`src/rtl/seq_alu.sv`:
```
// Sequential ALU: single-cycle logic/arith ops and a WIDTH-cycle shift-add multiplier.
// Handshake: a transfer occurs on a rising edge where valid && ready; valid holds until then.
module seq_alu #(
  parameter int WIDTH = 32
) (
  input  logic             clk,
  input  logic             rst_n,
  input  logic             in_valid,
  output logic             in_ready,
  input  logic [WIDTH-1:0] a,
  input  logic [WIDTH-1:0] b,
  input  logic [3:0]       alu_ctl,
  output logic             out_valid,
  input  logic             out_ready,
  output logic [WIDTH-1:0] result,
  output logic             zero,
  output logic             overflow,
  output logic             carry_out,
  output logic             illegal,
  output logic [1:0]       dbg_state_o
);

  localparam int CW = (WIDTH > 1) ? $clog2(WIDTH) : 1;

  localparam logic [3:0] OP_AND = 4'b0000;
  localparam logic [3:0] OP_OR  = 4'b0001;
  localparam logic [3:0] OP_ADD = 4'b0010;
  localparam logic [3:0] OP_SUB = 4'b0110;
  localparam logic [3:0] OP_SLT = 4'b0111;
  localparam logic [3:0] OP_NOR = 4'b1100;
  localparam logic [3:0] OP_MUL = 4'b1000;

  typedef enum logic [1:0] {
    ST_IDLE = 2'd0,
    ST_MUL  = 2'd1,
    ST_DONE = 2'd2
  } state_e;

  state_e             state_q, state_d;
  logic [WIDTH-1:0]   result_q, result_d;
  logic               zero_q, zero_d;
  logic               ovf_q, ovf_d;
  logic               cout_q, cout_d;
  logic               ill_q, ill_d;
  logic [2*WIDTH-1:0] acc_q, acc_d;
  logic [WIDTH-1:0]   mcand_q, mcand_d;
  logic [CW-1:0]      cnt_q, cnt_d;

  logic               is_sub;
  logic [WIDTH-1:0]   b_eff;
  logic [WIDTH-1:0]   add_s;
  logic               add_c;
  logic               add_v;
  logic [WIDTH-1:0]   alu_res;
  logic               alu_ovf, alu_cout, alu_ill;
  logic [WIDTH-1:0]   add_w;
  logic [WIDTH:0]     msum;
  logic [2*WIDTH-1:0] acc_nx;

  // One shared adder; SUB and SLT feed it a + ~b + 1.
  always_comb begin
    is_sub         = (alu_ctl == OP_SUB) || (alu_ctl == OP_SLT);
    b_eff          = is_sub ? ~b : b;
    {add_c, add_s} = {1'b0, a} + {1'b0, b_eff} + {{WIDTH{1'b0}}, is_sub};
    add_v          = (a[WIDTH-1] == b_eff[WIDTH-1]) && (add_s[WIDTH-1] != a[WIDTH-1]);
    alu_res        = '0;
    alu_ovf        = 1'b0;
    alu_cout       = 1'b0;
    alu_ill        = 1'b0;
    case (alu_ctl)
      OP_AND: alu_res = a & b;
      OP_OR:  alu_res = a | b;
      OP_NOR: alu_res = ~(a | b);
      OP_ADD, OP_SUB: begin
        alu_res  = add_s;
        alu_ovf  = add_v;
        alu_cout = add_c;
      end
      OP_SLT: alu_res = {{(WIDTH-1){1'b0}}, add_s[WIDTH-1] ^ add_v};
      OP_MUL: alu_res = '0;
      default: alu_ill = 1'b1;
    endcase
  end

  // Multiplier step: acc holds {partial product, remaining multiplier bits}.
  always_comb begin
    add_w  = acc_q[0] ? mcand_q : '0;
    msum   = {1'b0, acc_q[2*WIDTH-1:WIDTH]} + {1'b0, add_w};
    acc_nx = {msum, acc_q[WIDTH-1:1]};
  end

  always_comb begin
    state_d  = state_q;
    result_d = result_q;
    zero_d   = zero_q;
    ovf_d    = ovf_q;
    cout_d   = cout_q;
    ill_d    = ill_q;
    acc_d    = acc_q;
    mcand_d  = mcand_q;
    cnt_d    = cnt_q;
    case (state_q)
      ST_IDLE: begin
        if (in_valid) begin
          if (alu_ctl == OP_MUL) begin
            state_d = ST_MUL;
            acc_d   = {{WIDTH{1'b0}}, b};
            mcand_d = a;
            cnt_d   = '0;
          end else begin
            state_d  = ST_DONE;
            result_d = alu_res;
            zero_d   = (alu_res == '0);
            ovf_d    = alu_ovf;
            cout_d   = alu_cout;
            ill_d    = alu_ill;
          end
        end
      end
      ST_MUL: begin
        acc_d = acc_nx;
        cnt_d = cnt_q + CW'(1);
        if (cnt_q == CW'(WIDTH-1)) begin
          state_d  = ST_DONE;
          result_d = acc_nx[WIDTH-1:0];
          zero_d   = (acc_nx[WIDTH-1:0] == '0);
          ovf_d    = |acc_nx[2*WIDTH-1:WIDTH];
          cout_d   = 1'b0;
          ill_d    = 1'b0;
        end
      end
      ST_DONE: begin
        if (out_ready) state_d = ST_IDLE;
      end
      default: state_d = ST_IDLE;
    endcase
  end

  always_ff @(posedge clk or negedge rst_n) begin
    if (!rst_n) begin
      state_q  <= ST_IDLE;
      result_q <= '0;
      zero_q   <= 1'b0;
      ovf_q    <= 1'b0;
      cout_q   <= 1'b0;
      ill_q    <= 1'b0;
      acc_q    <= '0;
      mcand_q  <= '0;
      cnt_q    <= '0;
    end else begin
      state_q  <= state_d;
      result_q <= result_d;
      zero_q   <= zero_d;
      ovf_q    <= ovf_d;
      cout_q   <= cout_d;
      ill_q    <= ill_d;
      acc_q    <= acc_d;
      mcand_q  <= mcand_d;
      cnt_q    <= cnt_d;
    end
  end

  assign in_ready    = (state_q == ST_IDLE);
  assign out_valid   = (state_q == ST_DONE);
  assign result      = result_q;
  assign zero        = zero_q;
  assign overflow    = ovf_q;
  assign carry_out   = cout_q;
  assign illegal     = ill_q;
  assign dbg_state_o = state_q;

endmodule

```
`config.mk`:
```
export PLATFORM = sky130hd
export DESIGN_NAME = seq_alu
export DESIGN_NICKNAME = d
export VERILOG_FILES = /design/src/rtl/seq_alu.sv
export SDC_FILE = /design/constraint.sdc
export NUM_CORES = 1
export LEC_CHECK = 0
export CORE_ASPECT_RATIO = 1.4
export CORE_MARGIN = 1
export CORE_UTILIZATION = 25
export CTS_BUF_LIST = sky130_fd_sc_hd__clkbuf_4
export DETAILED_ROUTE_END_ITERATION = 12
export DONT_BUFFER_PORTS = 1
export PLACE_DENSITY = 0.49
export SLEW_MARGIN = 0
export SYNTH_ARGS = -nofsm -noshare
export SYNTH_HDL_FRONTEND = slang
export SYNTH_SLANG_ARGS = --single-unit
```
`constraint.sdc`:
```
create_clock -name clk -period 5.6 [get_ports clk]
set_clock_uncertainty 0.15 [all_clocks]
set_input_delay 0.84 -clock clk [delete_from_list [all_inputs] [get_ports clk]]
set_output_delay 0.84 -clock clk [all_outputs]
set_load 0.05 [all_outputs]
```
==> After elaboration in Yosys (flattened, before gate mapping) <==
Cells that the tools add are included.
{ "op_classes": {"n_addsub": 4, "n_eq_ne": 16, "mux": 36, "n_bitwise": 5, "n_reduce_logical": 14} }
{ "ops": {"columns": ["operator", "n"], "rows": [
  ["$mux 32", 5],
  ["$pmux 32 s5", 1],
  ["$mux 64", 2],
  ["$pmux 64 s2", 1],
  ["$add 32x32->33", 2],
  ["$logic_not 32->1", 2],
  ["$not 32->32", 2],
  ["$pmux 32 s2", 1],
  ["$add 33x1->33", 1],
  ["$and 32x32->32", 1],
  ["$or 32x32->32", 1],
  ["$reduce_or 32->1", 1],
  ["$mux 1", 14],
  ["$mux 5", 2],
  ["$pmux 5 s2", 1],
  ["$reduce_and 3->1", 3],
  ["$eq 4x3->1 const B", 2],
  ["$eq 4x4->1 const B", 2],
  ["$mux 2", 4],
  ["$pmux 1 s2", 4],
  ["$ne 2x2->1 const B", 3],
  ["$pmux 2 s3", 1],
  ["$reduce_or 6->1", 1],
  ["$add 5x1->5 const B", 1],
  ["16 further kinds", 17]
]} }
{ "word_totals": {"reg_bits": 139, "inputBits": 72, "output_inout_bits": 40} }

==> Depth between registers and ports, before layout <==
{ "logic_depth": {"word_depth": 13, "depth_mapped": 17, "ltp_nobuf": 14} }

==> Worst setup path after synthesis <==
Ideal clock, no wire load.
{ "synth_timing": {"path_type": "in2reg", "from": "input alu_ctl[3]", "to": "register zero_q (netlist: zero)", "arrival_ps": 4666, "required_time_ps": 5358, "path_slack_ps": 692, "path_stages": 16, "path_buffers": 2, "cell_sequence": "nand3b_1 > clkbuf_1 > buf_1 > xnor2_1 > fa_1 > a211oi_1 > o211ai_1 > a221o_1 > a21o_1 > xor2_1 > a222oi_1 > nand4_1 > or4_1 > nor4_1 > nand4_1 > o31ai_2"} }
{ "synth_via": {"elab_chain_cells": 13, "word_cells_on_any_way": 23, "cone_classes": "add/sub: 2; eq/ne: 9; mux: 5; bitwise: 1; reduce/logical: 6"} }
{ "synth_rtl": {"columns": ["element", "line", "rtl"], "rows": [
  ["start, declared", "12", "input logic [3:0] alu_ctl,"],
  ["$eq 4x3->1", "62, 70", null],
  ["$logic_or 1x1->1", "62", "is_sub = (alu_ctl == OP_SUB) || (alu_ctl == OP_SLT);"],
  ["$mux 32", "63", "b_eff = is_sub ? ~b : b;"],
  ["$add 32x32->33", "64", "{add_c, add_s} = {1'b0, a} + {1'b0, b_eff} + {{WIDTH{1'b0}}, is_sub};"],
  ["$add 33x1->33", "64", null],
  ["$ne 1x1->1", "65", "add_v = (a[WIDTH-1] == b_eff[WIDTH-1]) && (add_s[WIDTH-1] != a[WIDTH-1]);"],
  ["$logic_and 1x1->1", "65", null],
  ["$xor 1x1->1", "79", "OP_SLT: alu_res = {{(WIDTH-1){1'b0}}, add_s[WIDTH-1] ^ add_v};"],
  ["$pmux 32 s5", "70", "case (alu_ctl)"],
  ["$logic_not 32->1", "113", "zero_d = (alu_res == '0);"],
  ["$mux 1", "105", "if (alu_ctl == OP_MUL) begin"],
  ["$mux 1", "104", "if (in_valid) begin"],
  ["$pmux 1 s2", "102", "case (state_q)"],
  ["end signal, assigned", "153", "zero_q <= zero_d;"],
  ["end, declared", "41", "logic zero_q, zero_d;"]
]} }
Several ways; a longest one is shown, not always the timed one. The select of a mux whose other input is x is not followed.
A chain may end at the register's enable or synchronous reset.

==> Worst setup path in the final report <==
{ "layout_timing": {"from": "register acc_q[0]", "to": "register ovf_q (netlist: overflow)"} }
{ "layout_via": {"elab_chain_cells": 5} }
{ "layout_rtl": {"columns": ["element", "line", "rtl"], "rows": [
  ["start, declared", "45", "logic [2*WIDTH-1:0] acc_q, acc_d;"],
  ["start signal, assigned", "147", "acc_q <= '0;"],
  ["start signal, assigned", "157", "acc_q <= acc_d;"],
  ["$mux 32", "87", "add_w = acc_q[0] ? mcand_q : '0;"],
  ["$add 32x32->33", "88", "msum = {1'b0, acc_q[2*WIDTH-1:WIDTH]} + {1'b0, add_w};"],
  ["$reduce_or 32->1", "127", "ovf_d = |acc_nx[2*WIDTH-1:WIDTH];"],
  ["$mux 1", "123", "if (cnt_q == CW'(WIDTH-1)) begin"],
  ["$pmux 1 s2", "102", null],
  ["end signal, assigned", "154", "ovf_q <= ovf_d;"],
  ["end, declared", "42", "logic ovf_q, ovf_d;"]
]} }
Every way passes these cells. The select of a mux whose other input is x is not followed.

==> out/qor.yml <==
run_status:
  violations: "negative hold slack"
  outcome: "complete, but fails checks"
power:
  ir_worst_vdd_v: 0.000106
  p_int_w: 0.00225
  powerDensity_nw_per_um2: 350
  p_comb_frac: 0.404
  pwr-share-seq: 0.435
  p_clk_frac: 0.161
  swShare: 0.450
  power.switching_w: 0.00184
  power_leakage_nw: 5.07
cts:
  cts_inserted_buffers: 17
  clockBufferDepth: 2
  htreeDepth: 4
  insertion_delay_ns: 0.64
  cts_tree: "yes"
  cts_resized: 0
  clock_sinks: 139
  path_clk_slew_ns: 0.13
  cts_root_buf: "clkbuf_4"
finish:
  final_net_count: 1369
  final_cell_area_um2: 11700
  layout-drive-gt1-share: 0.0823
  area_growth_pct: 8.68
  final_util: 0.276
  nFillCells: 4491
die:
  fp.dieW_um: 177
  die_area_um2: 43800
  die_h_um: 247
  num_rows: 89
  ios: 112
  initial_core_util: 0.254
  fp.coreArea_um2: 42200
worst_setup_path:
  worstSetupStartpointType: "flip-flop"
  reg2reg_to: "overflow"
  r2r_setup_slack_ns: 0.98
  critPathKind: "flip-flop to flip-flop"
  r2r_cells: 15
  crit_start: "acc_q[0]"
  worst_setup_path_end_kind: "flip-flop"
  worstPathRequired_ns: 5.96
  endpoint: "overflow"
  regToRegStartpoint: "acc_q[0]"
  cp_max_fo: 11
  arrival_ns: 4.99
drt:
  vias_per_cell: 5.28
  vias: 9458
  routed_wl_um: 37900
  ant_nets: 0
  wire_per_inst_um: 21.2
  dr.pass1.iters: 5
  drc: 0
  drt-initial-drc-count: 484
logic_synthesis:
  synth_area_leaders: "dfrtp_1 (32%), ha_1 (7.9%), o21ai_0 (5.6%)"
  yosys_warnings: 0
  seq_area_frac_synth: 0.324
  ys.flop_type: "dfrtp_1"
  ys_async_sr_fraction: 1.00
  syn_nets: 1394
  yosysTopAreaCellShare: 0.324
  mappedNetlistArea_um2: 10700
  avgSynthCellArea_um2: 8.57
  synth_area_leader_cell: "dfrtp_1"
  synth_cells: 1252
  synth_edf_count: 0
  ys_ff_latch: 139
  ys_types: 71
min_path:
  hold_path_class: "input pin to async pin"
sta:
  whs_ns: -0.0151
  slew_viol_final: 0
  min_period_ns: 4.62
  finalHoldViolations: 15
  max_freq_mhz: 216
  setup_slack_ns: 0.976
  slew_headroom: 0.242
  fin_tns_setup_ns: 0
  fin_crit_sh: 0.826
  worst_slew_pin_slew_ns: 1.11
  rsz0062_at_grt: "no"
  finalSetupViolations: 0
global_route:
  grt_start_max_net_pins: 140
  grt_pass1_vias: 9587
  grt_overflow: 0
  antenna_found_initial: 4
  grt_use_total: 0.176
  grt_pass1_wl_um: 57700
placement:
  port_buffers: 0
  pre_cts_ws_ns: 0.406
  dp_hpwl_um: 29200
  gp_congestion: 0.860
  place_area_um2: 11400
run:
  drv_cap: 0
[per-layer routing]
| metal | routed length, um | share of wire | track usage | vias up |
|---|---|---|---|---|
| met1 | 14900 | 0.39 | 0.194 | 4577 |
| met5 | 0 | 0 | 0 | - |
| met4 | 1700 | 0.045 | 0.0953 | 0 |
| met2 | 19500 | 0.52 | 0.319 | 222 |
| met3 | 1740 | 0.046 | 0.0291 | 62 |
| li1 | - | - | - | 4597 |
[power by group through the flow]
stage | clock, W | sequential [W] | combinational (W)
3_3_place_gp | 0 | 0.00179 | 0.00161
3_5_place_dp | 0 | 0.00180 | 0.00163
4_1_cts | 0.000694 | 0.00178 | 0.00166
2_1_floorplan | 0 | 0.00171 | 0.00122
5_1_grt | 0.000722 | 0.00183 | 0.00184
6_report | 0.000657 | 0.00177 | 0.00165
[how the worst min path moves through the flow]
stage,from,endpoint,slack [ns]
2_1_floorplan,mcand_q[31],mcand_q[31],0.29
3_3_place_gp,mcand_q[31],mcand_q[31],0.31
3_5_place_dp,mcand_q[0],mcand_q[0],0.32
4_1_cts,rst_n,acc_q[53],0.05
5_1_grt,rst_n,acc_q[53],0.05
6_report,rst_n,acc_q[55],-0.02
[layout by cell type (no fill, tap or decap), drive strengths merged, types with 4 or more instances in the layout]
cell type  instances
a211o              4
inv               20
mux2              32
maj3              21
a21o              28
or4                5
o21a               6
nand2b             4
nand3             21
or3                4
clkinv            11
a21oi            102
o31ai             14
nor4              17
nor3              29
o21bai            11
ha                68
nand4             19
a221o              5
dfrtp            139
clkbuf            17
nor3b             20
a221oi             8
xor2              24
mux2i             22
a31oi             10
a22o              32
o211ai             7
nand2            139
xnor2             56
and2              42
o21ai            123
and3               9
nor2              74
a222oi             7
buf               25
a211oi            13
diode              4
[through the flow]
stage	power [W]	std cells	hold slack [ns]
6_report	0.00408	1790	-0.0151
4_1_cts	0.00413	1786	0.0458
5_1_grt	0.00439	1788	0.0506
3_3_place_gp	0.00341	1753	0.312
2_1_floorplan	0.00293	1252	0.292
3_5_place_dp	0.00342	1753	0.317
[flip-flops by register name, indices dropped and copies added (netlist names)]
name / count
acc_q: 64
mcand_q: 32
result: 32
cnt_q: 5
dbg_state_o: 2
carry_out: 1
illegal: 1
overflow: 1
zero: 1
[layout make-up]
cell class                 instances  area (um2)  area share
clock inverter                    15         133      0.0114
tap                              546         683      0.0586
antenna                            4        10.0    0.000858
clock buffer                      17         128      0.0109
multi-input combinational       1024        6950       0.596
sequential                       139        3480       0.298
timing repair buffer              25         208      0.0178
inverter                          20        75.1     0.00644
[synthesized netlist by cell type (4+ instances only)]
cell type / count
dfrtp_1: 139
nand2_1: 139
o21ai_0: 121
a21oi_1: 102
nor2_1: 74
ha_1: 68
clkbuf_1: 60
xnor2_1: 56
and2_1: 42
a22o_1: 32
mux2_2: 32
nor3_1: 29
a21o_1: 27
xor2_1: 24
mux2i_1: 22
maj3_1: 21
nand3_1: 21
inv_1: 20
nor3b_1: 20
nand4_1: 19
nor4_1: 17
a211oi_1: 13
o31ai_1: 13
o21bai_1: 11
a31oi_1: 10
a221oi_1: 8
and3_1: 8
buf_1: 8
a222oi_1: 7
o211ai_1: 7
o21a_1: 6
a221o_1: 5
a211o_1: 4
nand2b_1: 4
or3_1: 4
or4_1: 4
[timing repair]
action	CTS	global route
buffers inserted	0	0
hold endpoints to repair	139	0
hold buffers	1	0
[critical path, cell delays in order, from the launching register on]
cell      delay [ns]
dfrtp_1         0.51
and2_1          0.19
ha_1            0.23
fa_1            0.42
a21o_1          0.19
a221o_1         0.39
a311oi_1        0.28
buf_4           0.17
o21ai_0         0.20
a21oi_1         0.23
xnor2_1         0.14
nor4b_1         0.47
nand4_1         0.27
nor4_1          0.29
and4b_1         0.28
a31oi_1         0.09
[cells by family after synthesis]
group / after synthesis / synth area share
compound gates: 401 / 0.240
flops: 139 / 0.324
mux: 54 / 0.0541
xor+xnor: 80 / 0.0653
buf+inv: 89 / 0.0312
fa+ha+maj: 91 / 0.103
simple gates: 398 / 0.183
Note: power is estimated with default switching activity, not from simulation.
